## src/rtl/ball_draw_ctrl.sv

```systemverilog
// Ball sprite redraw sequencer: on a frame tick, erase the old square, then draw the new one, one pixel per clock.
// Optional macro BALL_CLIP_EN suppresses the plot strobe for pixels that fall outside SCREEN_W x SCREEN_H.
module ball_draw_ctrl #(
  parameter int         BALL_SIZE   = 2,
  parameter logic [2:0] BALL_COLOUR = 3'b111,
  parameter logic [2:0] BG_COLOUR   = 3'b000,
  parameter int         SCREEN_W    = 160,
  parameter int         SCREEN_H    = 120
) (
  input  logic       clock,
  input  logic       reset,
  input  logic       tick,
  input  logic [7:0] ball_x,
  input  logic [6:0] ball_y,
  input  logic       visible,
  output logic [7:0] vga_x,
  output logic [6:0] vga_y,
  output logic [2:0] vga_colour,
  output logic       vga_plot,
  output logic       busy,
  output logic       done
);
  typedef enum logic [1:0] {IDLE, ERASE, DRAW, FIN} state_t;

  localparam logic [2:0] LAST = 3'(BALL_SIZE - 1);

  state_t     state_q, state_n;
  logic [2:0] dx_q, dy_q, dx_n, dy_n;
  logic [7:0] old_x, new_x, base_x;
  logic [6:0] old_y, new_y, base_y;
  logic       new_vis, have_prev;
  logic       emit, in_scr;

  // Next-state / next-pixel logic; the output registers below load the pixel
  // selected here so that the first pixel appears the cycle after the tick.
  always_comb begin
    state_n = state_q;
    dx_n    = dx_q;
    dy_n    = dy_q;
    case (state_q)
      IDLE: if (tick) begin
        dx_n = '0;
        dy_n = '0;
        if (have_prev)    state_n = ERASE;
        else if (visible) state_n = DRAW;
        else              state_n = FIN;
      end
      ERASE, DRAW: begin
        if (dx_q == LAST && dy_q == LAST) begin
          dx_n    = '0;
          dy_n    = '0;
          state_n = (state_q == ERASE && new_vis) ? DRAW : FIN;
        end else if (dx_q == LAST) begin
          dx_n = '0;
          dy_n = dy_q + 3'd1;
        end else begin
          dx_n = dx_q + 3'd1;
        end
      end
      FIN:     state_n = IDLE;
      default: state_n = IDLE;
    endcase
  end

  // A draw entered straight from IDLE must use the live inputs, not yet latched.
  always_comb begin
    emit   = (state_n == ERASE) || (state_n == DRAW);
    base_x = new_x;
    base_y = new_y;
    if (state_n == ERASE) begin
      base_x = old_x;
      base_y = old_y;
    end else if (state_q == IDLE) begin
      base_x = ball_x;
      base_y = ball_y;
    end
  end

`ifdef BALL_CLIP_EN
  localparam logic [8:0] SW = 9'(SCREEN_W);
  localparam logic [7:0] SH = 8'(SCREEN_H);
  logic [8:0] full_x;
  logic [7:0] full_y;
  always_comb begin
    full_x = {1'b0, base_x} + {6'd0, dx_n};
    full_y = {1'b0, base_y} + {5'd0, dy_n};
    in_scr = (full_x < SW) && (full_y < SH);
  end
`else
  assign in_scr = 1'b1;
`endif

  always_ff @(posedge clock or posedge reset) begin
    if (reset) begin
      state_q    <= IDLE;
      dx_q       <= '0;
      dy_q       <= '0;
      old_x      <= '0;
      old_y      <= '0;
      new_x      <= '0;
      new_y      <= '0;
      new_vis    <= 1'b0;
      have_prev  <= 1'b0;
      vga_x      <= '0;
      vga_y      <= '0;
      vga_colour <= '0;
      vga_plot   <= 1'b0;
    end else begin
      state_q <= state_n;
      dx_q    <= dx_n;
      dy_q    <= dy_n;
      if (state_q == IDLE && tick) begin
        new_x   <= ball_x;
        new_y   <= ball_y;
        new_vis <= visible;
      end
      if (state_q == FIN) begin
        old_x     <= new_x;
        old_y     <= new_y;
        have_prev <= new_vis;
      end
      vga_plot   <= emit && in_scr;
      vga_colour <= !emit ? 3'b000 : (state_n == ERASE) ? BG_COLOUR : BALL_COLOUR;
      if (emit) begin
        vga_x <= base_x + {5'd0, dx_n};
        vga_y <= base_y + {4'd0, dy_n};
      end
    end
  end

  assign busy = (state_q != IDLE);
  assign done = (state_q == FIN);
endmodule

```

## config.mk

```make
export PLATFORM = sky130hd
export DESIGN_NAME = ball_draw_ctrl
export DESIGN_NICKNAME = d
export VERILOG_FILES = /design/src/rtl/ball_draw_ctrl.sv
export SDC_FILE = /design/constraint.sdc
export NUM_CORES = 1
export LEC_CHECK = 0
export ABC_AREA = 0
export ABC_CLOCK_PERIOD_IN_PS = 8500
export CAP_MARGIN = 20
export CORE_MARGIN = 2
export CORE_UTILIZATION = 59
export DETAILED_ROUTE_END_ITERATION = 7
export GPL_ROUTABILITY_DRIVEN = 0
export PLACE_DENSITY = 0.85
export REMOVE_ABC_BUFFERS = 1
export SYNTH_ARGS = -nofsm -noshare
export SYNTH_HDL_FRONTEND = slang
export SYNTH_SLANG_ARGS = --single-unit
```

## constraint.sdc

```tcl
create_clock -name clock -period 8.5 [get_ports clock]
set_input_delay 1.275 -clock clock [delete_from_list [all_inputs] [get_ports clock]]
set_output_delay 1.275 -clock clock [all_outputs]
set_load 0.01 [all_outputs]
```

# Word level (Yosys, flattened, before mapping)
# Cells that the tools add are included.
[totals] ff_bits=59 latchBits=0 ram_bits=0 romBits=0 in_bits=19 output_inout_bits=21 memories=0
[op_classes] addsub=4 mul=0 div_mod_pow=0 magnitude_cmp=0 n_eq_ne=7 shifts=0 muxes=20 bitwise_logic=0 reduce_logical=7
[ops] op="3-bit two-way mux" n=8
[ops] op="8-bit two-way mux" n=2
[ops] op="7-bit two-way mux" n=2
[ops] op="3-bit one-hot mux with 2 select lines" n=2
[ops] op="8-bit by 3-bit adder with 8-bit output" n=1
[ops] op="7-bit by 3-bit adder with 7-bit output" n=1
[ops] op="3-bit by 1-bit adder with 3-bit output, second input constant" n=2
[ops] op="2-bit == test, second input constant" n=3
[ops] op="3-bit by 1-bit == test with 1-bit output, second input constant" n=2
[ops] op="2-bit two-way mux" n=3
[ops] op="2-bit one-hot mux with 3 select lines" n=1
[ops] op="2-bit by 1-bit == test with 1-bit output, second input constant" n=2
[ops] op="1-bit logical AND" n=3
[ops] op="2-bit zero test" n=1
[ops] op="1-bit two-way mux" n=2
[ops] op="2-bit nonzero test" n=1
[ops] op="2-bit OR reduction" n=1
[ops] op="1-bit logical OR" n=1

# Depth between registers and ports, before layout
[logic_depth] depth_word=8 mapped_depth=21 depth_no_buf=16

# Worst setup path after synthesis
# OpenSTA, ideal clock, no wires.
[synth_path] path_kind="input-to-reg" start="in tick" end="reg vga_x[6]" arrival_time_ns=3.853 required_ns=8.370 setup_slack_ns=4.517 path_stages=17 path_cell_list="nand2b_1 -> o21a_1 -> o221ai_1 -> ha_1 -> buf_4 -> buf_4 -> clkbuf_1 -> nand2_1 -> o21ai_0 -> ha_1 -> inv_1 -> fa_1 -> nor2b_1 -> o221ai_1 -> nor3_1 -> xor2_1 -> o21ai_1"
[synth_between] elab_chain_len=5 word_cells_on_any_way=9
[synth_lines] element="start: declaration" line_no="12" source="input logic tick,"
[synth_lines] element="2-bit two-way mux" line_no="41" source="IDLE: if (tick) begin"
[synth_lines] element="2-bit one-hot mux with 3 select lines" line_no="40" source="case (state_q)"
[synth_lines] element="2-bit by 1-bit == test with 1-bit output" line_no="67, 70"
[synth_lines] element="8-bit two-way mux" line_no="70" source="if (state_n == ERASE) begin"
[synth_lines] element="8-bit by 3-bit adder with 8-bit output" line_no="125" source="vga_x <= base_x + {5'd0, dx_n};"
[synth_lines] element="end signal: assignment" line_no="125"
[synth_lines] element="end: declaration" line_no="16" source="output logic [7:0] vga_x,"
# Parallel ways exist; a longest one is shown, timed or not.
# A chain may end at the register's enable or synchronous reset.

# Worst setup path in the final report
# Same ends and word-level chain as after synthesis.

==> summary.txt <==
status -> finished clean
final slew viol count -> 0
mux share of post-synthesis cell area -> 0.219
FF+latch area -> 1430 µm²
Synth Area in Compound Gates -> 0.0868
Final min period -> 4.23 ns
CP startpoint -> tick
initial antenna violation count -> 0
Max clock buf depth -> 2
Starting Density -> 0.603
IO Port Bufs -> 39
Antenna diodes -> 0
Layout Nets -> 335
clk sinks -> 57
synth top area cells -> dfrtp_1 47%, mux2_2 14%, ha_1 5.3%, mux2i_1 4.0%, nand2_1 3.6%
Post-Synth Adder-Cell Area -> 0.0667
Die W -> 75.8 µm
footprint of the multi-input gates -> 1490 µm²
Synth top area share -> 0.469
initial DRC count -> 110
Yosys top cell by area -> dfrtp_1
cell family contributing the most delay on the critical path -> adder cells
slowest stage cell, crit path -> clkdlybuf4s50_1
synth unique cells -> 44
post-DP HPWL -> 3860 µm
routed vias -> 2104
final hold viol count -> 0
postcts setup bufs -> 0
number of global-route vias before repair -> 2029
number of remaining DRC errors -> 0
CP max stage delay -> 0.47 ns
crit path DAT -> 4.41 ns
buffers and inverters on the worst path -> 3
Synth Area in XOR/XNOR -> 0.0288
number of synthesized flops with an enable pin -> 0
overflow left after global routing -> 0
required time of the critical path -> 8.69 ns
worst reg2reg path depth -> 17
TritonRoute pass-1 iters -> 4
Syn Inst Count -> 261
Max Clk Rate -> 237 MHz
I/O pin count -> 40
Setup Viol. Count Final -> 0
die area -> 5740 µm²
post-synthesis sequential area ratio -> 0.469
hold_sp -> vga_x[1]
FF-to-FF Start -> dx_q[2]
cell area after layout -> 3630 µm²
Mean Syn Cell Area -> 11.6 µm²
worst-margin pin slew -> 0.846 ns
first-pass GRT wire length -> 9400 µm
setup tns final -> 0 ns
H-tree Lvls -> 3
post-CTS sizing -> 0
fill cell count -> 346
register bit count reported by yosys -> 57
Layout area overhead -> 19.3%
Core Footprint -> 5040 µm²
GRT Total Usage -> 0.224
RSZ-0062 raised after global routing -> false
max cap viols -> 0
Rows -> 26
Slew HR -> 0.436
total CTS buffers -> 9
WHS Path Cells -> 2
worst min path class -> register to register
simple-gate area share of the yosys netlist -> 0.0893
post-route antenna net violation count -> 0
peak supply drop -> 0.000249 V
largest family of logic cells by synthesized area -> multiplexers
WS Path Type -> input pin to register
hold-fix buffers at CTS -> 0
largest net degree at the start of global routing -> 58
Pleak -> 1.55 nW
startpoint types -> input pin
CTS clk-pin slew, worst paths -> 0.06 ns
final period utilization -> 0.497
Max FO, Critical Path -> 22
yosys warns -> 0
vias per inst -> 5.63
pwr/cell area -> 450 nW/µm²
clock latency on the worst-skew pair -> 0.33 ns
clk_skew -> 0.00805 ns
Crit path depth -> 16
crit-path cells -> clkdlybuf4s50_1 -> nand2b_1 -> o21a_1 -> o221ai_1 -> ha_1 -> buf_16 -> nand2_1 -> o21ai_0 -> ha_1 -> inv_1 -> fa_1 -> nor2b_1 -> o221ai_1 -> nor3_1 -> xor2_1 -> o21ai_1
Post-Place Cell Area -> 3450 µm²
Post-Syn Area -> 3040 µm²
CP endpoint kind -> register
CTS tree -> done
die span in y -> 75.8 µm
per-cell routed wire length -> 15.2 µm
layout cells sized above 1 -> 0.207
total routed wirelength -> 5690 µm
CTS root buf -> clkbuf_8
ys async rst share -> 1.00
Synth Flop Type -> dfrtp_1
-- cell type report --
class,instances,area share
Multi-Input combinational cell,180,0.411
Sequential cell,57,0.393
Timing Repair Buffer,43,0.121
Clock buffer,13,0.0383
Tap cell,70,0.0242
Inverter,10,0.0104
Clock inverter,1,0.00138
-- layer usage --
layer	track usage	wire [µm]
met1	0.299	2550
met3	0.0397	190
met5	0	0
met4	0.105	116
met2	0.355	2840
-- report_power, final --
group	internal [W]	switching, W
Combinational	0.000466	0.000469
Clock	0.000102	0.0000966
Sequential	0.000413	0.0000836
Total	0.000982	0.000649
-- flip-flops by register name, indices dropped and copies added, names as in the netlist, 2 cells and up --
register	flops
old_y	7
dx_q	3
new_y	7
new_x	8
vga_y	7
dy_q	3
old_x	8
vga_x	8
state_q	2
-- layout by cell type (no fill, tap or decap), drive strengths merged, types with 2 or more instances in the layout --
master,netlist,final
mux2i,15,15
nor2b,2,2
nor2,4,4
fa,2,2
o21ai,24,24
nand2,29,29
xor2,5,5
nand2b,4,4
xnor2,5,5
clkbuf,4,13
nor3,5,5
o31ai,2,2
clkdlybuf4s50,0,39
o221ai,2,2
a21o,2,2
inv,10,10
mux2,42,42
a21oi,7,7
ha,13,13
buf,10,4
nand3,2,2
dfrtp,57,57
and2,2,2
-- through the flow --
stage	power [W]	hold slack (ns)	utilization	worst slack, ns	std cells
after floorplan	0.00114	0.472	-	4.39	247
after global placement	0.00138	0.467	0.685	3.60	359
after detailed placement	0.00141	0.477	0.685	3.46	359
after CTS	0.00162	0.491	0.714	3.81	373
after global routing	0.00177	0.508	0.719	4.04	374
final	0.00163	0.486	0.719	4.27	374
-- cells in the mapped netlist, types with 2 or more instances --
cell type and count:
o31ai_1 2, and2_1 2, mux2_1 2, xnor2_1 5, buf_4 4, nand2b_1 4
a21oi_1 7, nor2b_1 2, inv_1 10, fa_1 2, mux2i_1 12, clkbuf_1 4
nor3_1 4, nor2_1 3, o21ai_0 19, o21ai_1 5, nand2_1 29, a21o_1 2
o221ai_1 2, nand3_1 2, buf_2 3, mux2_2 39, dfrtp_1 57, ha_1 13
mux2i_4 3, xor2_1 5, buf_6 2
-- cells by family after synthesis --
logic type      Yosys count
mux                      57
xor+xnor                 10
flops                    57
simple gates             54
compound gates           44
fa+ha+maj                15
buf+inv                  24
-- worst paths after layout --
check,to,slack [ns]
worst max-delay path,vga_x[6],4.27
worst min-delay path,vga_x[1],0.49
worst max register to register,vga_x[6],4.63
worst min register to register,vga_x[1],0.49
max in group asynchronous,old_x[1],6.57
min in group asynchronous,new_x[6],1.48
-- worst reg2reg max path, stage by stage (launching register included) --
cell      delay (ns)
dfrtp_1         0.41
nor2_1          0.15
nand2_1         0.14
nor3b_2         0.36
mux2i_1         0.16
o31ai_1         0.31
ha_1            0.46
buf_16          0.22
nand2_1         0.07
o21ai_0         0.07
ha_1            0.18
inv_1           0.05
fa_1            0.39
nor2b_1         0.13
o221ai_1        0.17
nor3_1          0.21
xor2_1          0.17
o21ai_1         0.07
Note: power is estimated with default switching activity, not from simulation.
